## src/rtl/hovalaag_run_ctrl.sv

```systemverilog
// hovalaag_run_ctrl: run sequencer for a HOVALAAG-style CPU core.
//
// Holds the CPU in reset, feeds it from two 8 x 12-bit input FIFOs (IN1/IN2),
// collects its output events into a 4 x 13-bit output FIFO ({select, data}) and
// ends the run once the expected number of outputs has been produced, or on error.
//
// Ports:
//   clk, rst                      clock (rising edge), asynchronous active-low reset
//   start, clr                    begin a run; flush all FIFOs (only when not busy)
//   expected_outputs, cycle_limit output events ending a run; RUN cycle budget
//   in1_*/in2_*                   input stream push side (wdata/wvalid/wready)
//   cpu_rst                       active-high CPU hold, low only in RUN
//   cpu_IN1/cpu_IN2, cpu_INx_adv  FIFO heads (zero when empty) and CPU consume strobes
//   cpu_OUT, cpu_OUT_valid/select CPU output events (select 0 = OUT1, 1 = OUT2)
//   out_data/out_sel/out_valid/out_ready  output drain (valid/ready)
//   busy, done, error, err_code, cycle_count  run status
//
// Optional build feature: define HOVALAAG_CTRL_TIMEOUT_EN to turn cycle_limit into a
// RUN timeout (err_code 2'b11). Without it cycle_limit is ignored.
//
// err_code: 2'b01 input underflow, 2'b10 output overflow, 2'b11 timeout.

module hovalaag_run_ctrl (
    input  logic        clk,
    input  logic        rst,
    input  logic        start,
    input  logic        clr,
    input  logic [7:0]  expected_outputs,
    input  logic [15:0] cycle_limit,
    input  logic [11:0] in1_wdata,
    input  logic        in1_wvalid,
    output logic        in1_wready,
    input  logic [11:0] in2_wdata,
    input  logic        in2_wvalid,
    output logic        in2_wready,
    output logic        cpu_rst,
    output logic [11:0] cpu_IN1,
    output logic [11:0] cpu_IN2,
    input  logic        cpu_IN1_adv,
    input  logic        cpu_IN2_adv,
    input  logic [11:0] cpu_OUT,
    input  logic        cpu_OUT_valid,
    input  logic        cpu_OUT_select,
    output logic [11:0] out_data,
    output logic        out_sel,
    output logic        out_valid,
    input  logic        out_ready,
    output logic        busy,
    output logic        done,
    output logic        error,
    output logic [1:0]  err_code,
    output logic [15:0] cycle_count
);

    localparam int unsigned InDepth  = 8;
    localparam int unsigned OutDepth = 4;

    localparam logic [1:0] ErrUnderflow = 2'b01;
    localparam logic [1:0] ErrOverflow  = 2'b10;
    localparam logic [1:0] ErrTimeout   = 2'b11;

    typedef enum logic [2:0] {
        StIdle,
        StHold,
        StRun,
        StDone,
        StError
    } state_e;

    state_e      state_q, state_d;
    logic        hold_q, hold_d;
    logic [15:0] cyc_q, cyc_d;
    logic [7:0]  evt_q, evt_d;
    logic [1:0]  err_q, err_d;

    logic run;
    logic flush;

    assign run   = (state_q == StRun);
    // Flushing is only honoured while no run is in progress.
    assign flush = clr && (state_q != StHold) && (state_q != StRun);

    // ------------------------------------------------------------------------
    // IN1 FIFO
    // ------------------------------------------------------------------------
    logic [11:0] in1_mem [InDepth];
    logic [2:0]  in1_wp_q, in1_rp_q;
    logic [3:0]  in1_cnt_q;
    logic        in1_empty, in1_full, in1_push, in1_pop;

    assign in1_empty  = (in1_cnt_q == 4'd0);
    assign in1_full   = (in1_cnt_q == 4'(InDepth));
    assign in1_wready = !in1_full;
    assign in1_push   = in1_wvalid && !in1_full && !flush;
    assign in1_pop    = run && cpu_IN1_adv && !in1_empty;
    assign cpu_IN1    = in1_empty ? 12'h000 : in1_mem[in1_rp_q];

    always_ff @(posedge clk or negedge rst) begin
        if (!rst) begin
            in1_wp_q  <= '0;
            in1_rp_q  <= '0;
            in1_cnt_q <= '0;
        end else if (flush) begin
            in1_wp_q  <= '0;
            in1_rp_q  <= '0;
            in1_cnt_q <= '0;
        end else begin
            if (in1_push) in1_wp_q <= in1_wp_q + 3'd1;
            if (in1_pop)  in1_rp_q <= in1_rp_q + 3'd1;
            in1_cnt_q <= in1_cnt_q + 4'(in1_push) - 4'(in1_pop);
        end
    end

    always_ff @(posedge clk) begin
        if (in1_push) in1_mem[in1_wp_q] <= in1_wdata;
    end

    // ------------------------------------------------------------------------
    // IN2 FIFO
    // ------------------------------------------------------------------------
    logic [11:0] in2_mem [InDepth];
    logic [2:0]  in2_wp_q, in2_rp_q;
    logic [3:0]  in2_cnt_q;
    logic        in2_empty, in2_full, in2_push, in2_pop;

    assign in2_empty  = (in2_cnt_q == 4'd0);
    assign in2_full   = (in2_cnt_q == 4'(InDepth));
    assign in2_wready = !in2_full;
    assign in2_push   = in2_wvalid && !in2_full && !flush;
    assign in2_pop    = run && cpu_IN2_adv && !in2_empty;
    assign cpu_IN2    = in2_empty ? 12'h000 : in2_mem[in2_rp_q];

    always_ff @(posedge clk or negedge rst) begin
        if (!rst) begin
            in2_wp_q  <= '0;
            in2_rp_q  <= '0;
            in2_cnt_q <= '0;
        end else if (flush) begin
            in2_wp_q  <= '0;
            in2_rp_q  <= '0;
            in2_cnt_q <= '0;
        end else begin
            if (in2_push) in2_wp_q <= in2_wp_q + 3'd1;
            if (in2_pop)  in2_rp_q <= in2_rp_q + 3'd1;
            in2_cnt_q <= in2_cnt_q + 4'(in2_push) - 4'(in2_pop);
        end
    end

    always_ff @(posedge clk) begin
        if (in2_push) in2_mem[in2_wp_q] <= in2_wdata;
    end

    // ------------------------------------------------------------------------
    // Output FIFO, entries are {select, data}
    // ------------------------------------------------------------------------
    logic [12:0] out_mem [OutDepth];
    logic [1:0]  out_wp_q, out_rp_q;
    logic [2:0]  out_cnt_q;
    logic        out_full, out_pop, out_try, out_push, out_space;
    logic [12:0] out_head;

    assign out_full  = (out_cnt_q == 3'(OutDepth));
    assign out_valid = (out_cnt_q != 3'd0);
    assign out_head  = out_mem[out_rp_q];
    assign out_data  = out_valid ? out_head[11:0] : 12'h000;
    assign out_sel   = out_valid ? out_head[12] : 1'b0;
    assign out_pop   = out_valid && out_ready;
    assign out_try   = run && cpu_OUT_valid;
    // A drain in the same cycle frees the slot before the push lands.
    assign out_space = !out_full || out_pop;
    assign out_push  = out_try && out_space;

    always_ff @(posedge clk or negedge rst) begin
        if (!rst) begin
            out_wp_q  <= '0;
            out_rp_q  <= '0;
            out_cnt_q <= '0;
        end else if (flush) begin
            out_wp_q  <= '0;
            out_rp_q  <= '0;
            out_cnt_q <= '0;
        end else begin
            if (out_push) out_wp_q <= out_wp_q + 2'd1;
            if (out_pop)  out_rp_q <= out_rp_q + 2'd1;
            out_cnt_q <= out_cnt_q + 3'(out_push) - 3'(out_pop);
        end
    end

    always_ff @(posedge clk) begin
        if (out_push) out_mem[out_wp_q] <= {cpu_OUT_select, cpu_OUT};
    end

    // ------------------------------------------------------------------------
    // Run-ending conditions
    // ------------------------------------------------------------------------
    logic        underflow, overflow, timeout, completion;
    logic [15:0] cyc_inc;
    logic [7:0]  evt_inc;

    assign cyc_inc = (cyc_q == 16'hFFFF) ? cyc_q : cyc_q + 16'd1;
    assign evt_inc = (evt_q == 8'hFF) ? evt_q : evt_q + 8'd1;

    assign underflow  = run && ((cpu_IN1_adv && in1_empty) || (cpu_IN2_adv && in2_empty));
    assign overflow   = out_try && !out_space;
    // Registered count is compared, so the run ends on the edge after the last output.
    assign completion = run && (evt_q >= expected_outputs);

`ifdef HOVALAAG_CTRL_TIMEOUT_EN
    // Fires in the RUN cycle whose increment brings cycle_count up to the limit.
    assign timeout = run && (cycle_limit != 16'd0) && (cyc_inc == cycle_limit);
`else
    logic unused_cycle_limit;
    assign unused_cycle_limit = ^cycle_limit;
    assign timeout = 1'b0;
`endif

    // ------------------------------------------------------------------------
    // Control FSM
    // ------------------------------------------------------------------------
    always_ff @(posedge clk or negedge rst) begin
        if (!rst) begin
            state_q <= StIdle;
            hold_q  <= 1'b0;
            cyc_q   <= '0;
            evt_q   <= '0;
            err_q   <= '0;
        end else begin
            state_q <= state_d;
            hold_q  <= hold_d;
            cyc_q   <= cyc_d;
            evt_q   <= evt_d;
            err_q   <= err_d;
        end
    end

    always_comb begin
        state_d = state_q;
        hold_d  = hold_q;
        cyc_d   = cyc_q;
        evt_d   = evt_q;
        err_d   = err_q;

        unique case (state_q)
            StIdle, StDone, StError: begin
                if (start) begin
                    state_d = StHold;
                    hold_d  = 1'b0;
                    cyc_d   = '0;
                    evt_d   = '0;
                    err_d   = '0;
                end
            end
            StHold: begin
                // hold_q marks the second HOLD cycle.
                if (hold_q) begin
                    state_d = StRun;
                    hold_d  = 1'b0;
                end else begin
                    hold_d = 1'b1;
                end
            end
            StRun: begin
                cyc_d = cyc_inc;
                if (out_push) evt_d = evt_inc;
                if (underflow) begin
                    state_d = StError;
                    err_d   = ErrUnderflow;
                end else if (overflow) begin
                    state_d = StError;
                    err_d   = ErrOverflow;
                end else if (timeout) begin
                    state_d = StError;
                    err_d   = ErrTimeout;
                end else if (completion) begin
                    state_d = StDone;
                end
            end
            default: state_d = StIdle;
        endcase
    end

    assign cpu_rst     = (state_q != StRun);
    assign busy        = (state_q == StHold) || (state_q == StRun);
    assign done        = (state_q == StDone);
    assign error       = (state_q == StError);
    assign err_code    = err_q;
    assign cycle_count = cyc_q;

endmodule

```

## config.mk

```make
export PLATFORM = sky130hd
export DESIGN_NAME = hovalaag_run_ctrl
export DESIGN_NICKNAME = d
export VERILOG_FILES = /design/src/rtl/hovalaag_run_ctrl.sv
export SDC_FILE = /design/constraint.sdc
export NUM_CORES = 1
export LEC_CHECK = 0
export BUFFER_PORTS_ARGS = -buffer_cell sky130_fd_sc_hd__buf_2
export CORE_MARGIN = 5
export CORE_UTILIZATION = 53
export CTS_CLUSTER_SIZE = 8
export DETAILED_ROUTE_END_ITERATION = 7
export PLACE_DENSITY_LB_ADDON = 0.1
export SETUP_SLACK_MARGIN = 0.4
export SLEW_MARGIN = 20
export SYNTH_ARGS = -nofsm -noshare
export SYNTH_HDL_FRONTEND = slang
export SYNTH_SLANG_ARGS = --single-unit
```

## constraint.sdc

```tcl
create_clock -name clk -period 7.2 [get_ports clk]
set_input_delay 1.08 -clock clk [delete_from_list [all_inputs] [get_ports clk]]
set_output_delay 1.08 -clock clk [all_outputs]
set_load 0.05 [all_outputs]
```

==> results of run 1 <==
## power by group through the flow
stage               clock network [mW]  registers [mW]  logic [mW]
floorplan                            0            2.22        1.51
global placement                     0            2.29        1.88
detailed placement                   0            2.31        1.92
CTS                               1.85            2.28        1.93
global route                      1.94            2.30        2.06
finish                            1.81            2.27        1.90
## synthesized netlist by cell type, types with 13 or more instances
cell type    n  area [sq um]
mux4_2      61          1370
dfrtp_1     57          1430
nor3_1      13          65.1
clkbuf_1    17          63.8
inv_1       31           116
and2_1      19           119
mux2i_1     30           300
ha_1        32           400
xnor2_1     15           131
a21oi_1     20           100
edfxtp_1   244          7330
nor2_1      76           285
nand2_1     38           143
## final cells by class
type / instances / area [sq um]
repair buffers: 140 / 761
fillers: 1788 / 8990
inverters: 32 / 120
flip-flops and latches: 301 / 8760
well taps: 324 / 405
clock buffers: 66 / 1190
clock inverters: 2 / 46.3
multi-input cells: 423 / 3830
## logic make-up after synthesis
family	after synthesis	synth area share (%)
muxes	91	13.0
AOI/OAI and AO/OA	63	3.17
xor gates and xnor gates	23	1.57
buffers and inverters	64	2.09
DFF	301	68.2
adders and majority gates	35	3.58
and+or+nand+nor	211	8.40
## registers in the layout (all words and copies together), names as in the netlist
| signal | cells |
|---|---|
| in2_cnt_q | 4 |
| in1_wp_q | 3 |
| evt_q | 8 |
| in2_rp_q | 3 |
| state_q | 3 |
| in2_mem | 96 |
| hold_q | 1 |
| in1_cnt_q | 4 |
| out_mem | 52 |
| err_code | 2 |
| out_cnt_q | 3 |
| in1_rp_q | 3 |
| out_rp_q | 2 |
| in1_mem | 96 |
| in2_wp_q | 3 |
| out_wp_q | 2 |
| cycle_count | 16 |
## routing by layer
layer  vias to the layer above  global-route usage [%]  share of wire (%)
li1                       3304                       -                  -
met1                      3574                    24.3                 41
met2                       197                    31.5                 51
met3                        54                    4.08                5.5
met4                         4                    5.38                2.0
met5                         -                       0              0.076
## through the flow
stage	cells	util [%]
3_3_place_gp	1220	57.5
2_1_floorplan	788	-
6_report	1288	62.7
5_1_grt	1288	62.7
4_1_cts	1288	62.7
3_5_place_dp	1220	57.5
## worst max path at each step
stage / startpoint / end
final: out_rp_q[0] / out_data[4]
after global routing: out_rp_q[0] / out_data[10]
after CTS: in1_rp_q[1] / cpu_IN1[11]
after detailed placement: out_ready / out_cnt_q[2]
after global placement: out_ready / out_cnt_q[2]
after floorplan: out_ready / out_cnt_q[2]
## worst reg2reg max path, cell delays in order, from the launching register on
cell and delay [ps]:
dfrtp_1 570, nor3b_4 470, and3_1 380, inv_2 150, ha_1 300, inv_1 60
ha_1 130, inv_1 40, fa_1 370, xor2_1 190, xnor2_1 160, nor2_1 60
==> flow_summary.json, run 1 <==
{
  "cpPeakStageDelay_ps": 950,
  "cp_num_buf_inv": 1,
  "pre_cts_ws_ps": 3650,
  "min_period_ps": 3530,
  "final_cell_mix": "244 x edfxtp_1, 116 x buf_2, 76 x nor2_1",
  "synthesis.nets": 894,
  "synthFlopType": "edfxtp_1",
  "cts_setup_buffers": 0,
  "clockBufferDepth": 3,
  "root_buffer": "clkbuf_16",
  "hold_violations": 0,
  "final_common_cell": "edfxtp_1",
  "grt_pass1_vias": 7716,
  "status": "finished, final reports clean",
  "holdWs_ps": 517,
  "cap_violations": 0,
  "max_freq_mhz": 284,
  "postCtsHoldBufs": 0,
  "grt_usage_pct": 18.5,
  "port_buffers": 116,
  "setup_slack_ps": 3670,
  "gp_congestion": 0.817,
  "seq_area_frac_synth_pct": 68.2,
  "layout.nets": 1047,
  "clk_latency_ps": 530,
  "p_sw_mw": 2.09,
  "grt_max_degree": 58,
  "clkSinkCount": 301,
  "ys_ff_latch": 301,
  "end_kind": "primary output",
  "dr_total_vias": 7133,
  "timing.critical_path.fanout_max": 15,
  "vias_per_cell": 5.54,
  "finalPower_mw": 5.98,
  "finalWirelength_um": 25000,
  "fp.dieH_um": 166,
  "path_clk_slew_ps": 50,
  "synth.avg_cell_area_sq_um": 16.3,
  "cts_max_level": 2,
  "final_area_sq_um": 15100,
  "synthCells": 788,
  "p_clk_share_pct": 30.3,
  "powerDensity_nw_per_um2": 396,
  "dp_hpwl_um": 15900,
  "comb_power_share_pct": 31.7,
  "cts_buffers": 43,
  "cp_slowest_cell": "dfrtp_1",
  "r2r_slack_ps": 4210,
  "cts_tree": "yes",
  "rr_startpoint": "state_q[1]",
  "arrival_ps": 2450,
  "drc_errors": 0,
  "ys_async_sr_fraction_pct": 18.9,
  "cp.depth": 3,
  "setup_viol": 0,
  "hp-class": "reg2reg",
  "rows": 57,
  "max_slew_margin_pct": 36.6,
  "seq_power_share_pct": 38.0,
  "synth_area_sq_um": 12800,
  "io_pins": 133,
  "path_delay_family": "flip-flops",
  "synth_edf_count": 244,
  "drt_pass1_iterations": 5,
  "synth_cell_types": 62,
  "ant_nets": 0,
  "min_from": "err_code[1]",
  "drive_gt1_share_pct": 27.5,
  "initial_core_util_pct": 53.3,
  "cp_cell_sequence": "mux4_2 > and2_1 > buf_2",
  "die_x_um": 166,
  "area_growth_pct": 17.7,
  "yosys_warnings": 0,
  "crit_type": "reg2out",
  "rsz0062_at_grt": "no",
  "rr_worst_depth": 11,
  "fin_worst_skew_ps": 17.4,
  "cts_resized": 0,
  "hold_depth": 1,
  "irDropWorstVdd_mv": 0.327,
  "drt-initial-drc-count": 415,
  "antennaDiodeCount": 0,
  "grt_overflow": 0,
  "place_area_sq_um": 13900,
  "worst_slew_pin_slew_ps": 951,
  "swShare_pct": 35.0,
  "required_ps": 6120,
  "r2r_end": "out_cnt_q[2]",
  "power.leakage_nw": 5.53,
  "startpoint_type": "flop",
  "slew_viol_final": 0,
  "fp.coreArea_sq_um": 24100,
  "timing.final.crit_share_pct": 49.0,
  "antenna_found_initial": 2,
  "wl_per_cell_um": 19.4,
  "intPower_mw": 3.89,
  "dieArea_sq_um": 27400,
  "setup_tns_ps": 0,
  "worstHoldEndpoint": "err_code[1]",
  "grt_first_pass_wirelength_um": 40800
}
Note: power is estimated with default switching activity, not from simulation.
==> run 2: changes to the inputs <==
- ABC_AREA: default -> 1
- clock period: 7.2 -> 3 ns (I/O delays scaled with it)
==> run 2 against run 1 <==
Compared with the run above: count of clock-buffer cells in the layout is 1 lower; total power grew to 2.7 times the previous value; non-clock buffer count up 26; sequential cell count unchanged; highest routed layer unchanged; largest power group is now combinational logic; via count increased by 29%; synthesized area up 2.6%; combinational power rose to 3.4 times the previous value; largest cell class unchanged.
==> flow_summary.json, run 2 <==
{
  "yosysMostFrequentCell": "nor2_1",
  "synth_area_sq_um": 13200,
  "powerDensity_nw_per_um2": 1010,
  "ys_top_cells_by_count": "307 x nor2_1, 244 x edfxtp_1, 175 x o21ai_0",
  "cts_tree": "yes",
  "ys_ff_latch": 301,
  "synth_cell_types": 32,
  "arrival_ps": 2090,
  "initial_core_util_pct": 54.0,
  "seq_power_share_pct": 33.0,
  "max_freq_mhz": 394,
  "ant_nets": 0,
  "layout.nets": 1485,
  "vias_per_cell": 5.33,
  "startpoint_type": "flop",
  "io_pins": 133,
  "postLayoutCoreUtil_pct": 64.7,
  "ys_async_sr_fraction_pct": 18.9,
  "setup_tns_ps": 0,
  "max_slew_margin_pct": 47.4,
  "clkSinkCount": 301,
  "dieArea_sq_um": 28100,
  "drc_errors": 0,
  "wl_per_cell_um": 16.7,
  "status": "finished, final reports clean",
  "end_kind": "primary output",
  "drt-initial-drc-count": 596,
  "dr_total_vias": 9214,
  "min_period_ps": 2540,
  "cts_buffers": 43,
  "worst_slew_pin_slew_ps": 789,
  "final_cell_mix": "302 x nor2_1, 244 x edfxtp_1, 156 x o21ai_0",
  "fp.dieH_um": 168,
  "synthesis.nets": 1327,
  "synthCells": 1221,
  "grt_pass1_vias": 8936,
  "synth.avg_cell_area_sq_um": 10.8,
  "grt_first_pass_wirelength_um": 45700,
  "netlist.area_leader.share_pct": 55.6,
  "path_clk_slew_ps": 50,
  "intPower_mw": 9.59,
  "cap_violations": 0,
  "p_sw_mw": 6.38,
  "grt_usage_pct": 20.2,
  "die_x_um": 168,
  "grt_max_degree": 52,
  "final_common_cell": "nor2_1",
  "slew_viol_final": 0,
  "final_area_sq_um": 15800,
  "drive_gt1_share_pct": 16.9,
  "fin_worst_skew_ps": 20.9,
  "hold_violations": 0,
  "required_ps": 2550,
  "clockBufferDepth": 3,
  "synth_largest_area_cell": "edfxtp_1",
  "setup_viol": 0,
  "crit_type": "reg2out",
  "dp_hpwl_um": 17000,
  "largest_registers": "in1_mem: 96 flops, in2_mem: 96 flops, out_mem: 52 flops",
  "grt_overflow": 0,
  "rows": 57,
  "yosys_warnings": 0,
  "cp_cell_sequence": "buf_4 > clkbuf_16 > nor2_1 > nor2_1 > o21ai_0 > o21ai_0 > o21ai_0 > nor2_1 > buf_4",
  "drt_pass1_iterations": 5,
  "synthFlopType": "edfxtp_1",
  "power.leakage_nw": 6.27,
  "port_buffers": 116,
  "rsz0062_at_grt": "yes",
  "timing.critical_path.fanout_max": 25,
  "timing.final.crit_share_pct": 84.6,
  "cpPeakStageDelay_ps": 440,
  "synth_area_leaders": "edfxtp_1 56%, dfrtp_1 11%, nor2_1 8.7%, o21ai_0 6.6%, nand2_1 3.4%",
  "cts_max_level": 2,
  "synth_edf_count": 244,
  "finalWirelength_um": 28900,
  "cp_slowest_cell": "dfrtp_2",
  "hp-class": "in2async",
  "area_growth_pct": 19.9,
  "p_clk_share_pct": 27.0,
  "root_buffer": "clkbuf_16",
  "fp.coreArea_sq_um": 24400,
  "place_area_sq_um": 14300,
  "gp_congestion": 0.809,
  "swShare_pct": 39.9,
  "comb_power_share_pct": 40.0,
  "clk_latency_ps": 540,
  "irDropWorstVdd_mv": 1.06,
  "seq_area_frac_synth_pct": 66.5,
  "antenna_found_initial": 4
}
-- run 2: worst paths after layout --
| check | startpoint | end | slack [ps] | depth (start not counted) |
|---|---|---|---|---|
| worst max register to register | state_q[1] | in2_cnt_q[2] | 570 | 11 |
| worst max-delay path | in1_rp_q[0] | cpu_IN1[2] | 460 | 9 |
| worst min-delay path | rst | cycle_count[2] | 1 | 1 |
| worst min register to register | state_q[1] | state_q[1] | 490 | 2 |
| min in group clk | cpu_OUT[8] | out_mem[2][8] | 140 | 1 |
| max in group asynchronous | rst | in2_rp_q[1] | 2310 | 2 |
-- run 2: through the flow --
| step | setup WS [ps] | hold slack [ps] | total power [mW] | instances |
|---|---|---|---|---|
| finish | 462 | 1.19 | 16.0 | 1728 |
| global route | 344 | 69.0 | 16.9 | 1727 |
| CTS | 373 | 25.8 | 15.8 | 1722 |
| detailed placement | 550 | 473 | 11.2 | 1651 |
| global placement | 603 | 461 | 11.1 | 1651 |
| floorplan | 559 | 154 | 9.69 | 1221 |
-- run 2: cells by family (layout without fill, tap and decap cells) --
kind of cell / after synthesis / in the layout / synth area share [%]
AND/OR/NAND/NOR: 496 / 496 / 15.2
adder cells (fa/ha/maj): 35 / 35 / 3.50
XOR/XNOR: 15 / 15 / 0.997
buffers and inverters: 135 / 316 / 4.00
other: 0 / 2 / 0
AO/OA/AOI/OAI: 239 / 239 / 9.87
flip-flops: 301 / 301 / 66.5
-- run 2: power by group through the flow --
stage	combinational, mW	sequential (mW)	clock [mW]
after global routing	7.00	5.31	4.63
after detailed placement	5.92	5.31	0
final	6.39	5.26	4.32
after global placement	5.84	5.31	0
after CTS	6.09	5.26	4.40
after floorplan	4.31	5.37	0
-- run 2: layer usage --
metal | global-route usage [%] | wire length, um | share of wire, %
met5 | 0 | 25 | 0.087
met4 | 5.61 | 522 | 1.8
met3 | 4.13 | 1530 | 5.3
met2 | 33.1 | 13800 | 48
met1 | 27.6 | 13000 | 45
-- run 2: area by class of cell --
type                       count  area [sq um]
clock buffer                  65          1170
clock inverter                 3          55.1
sequential                   301          8760
inverter                      82           319
fill                        1917          8600
tap                          324           405
antenna                        2          5.00
multi-input combinational    785          3920
timing repair buffer         166          1160
-- run 2: critical path, delay by kind of cell, from the launching register on --
kind | cells | cell delay (ps)
flops | 1 | 440
simple gates | 3 | 240
compound gates | 3 | 330
buf+inv | 3 | 540
-- run 2: timing repair --
action	4_1_cts	5_1_grt
cloned	1	2
gates resized for setup	17	73
endpoints found under the setup margin	28	29
hold buffers	0	0
setup buffers	2	2
pin swaps	0	1
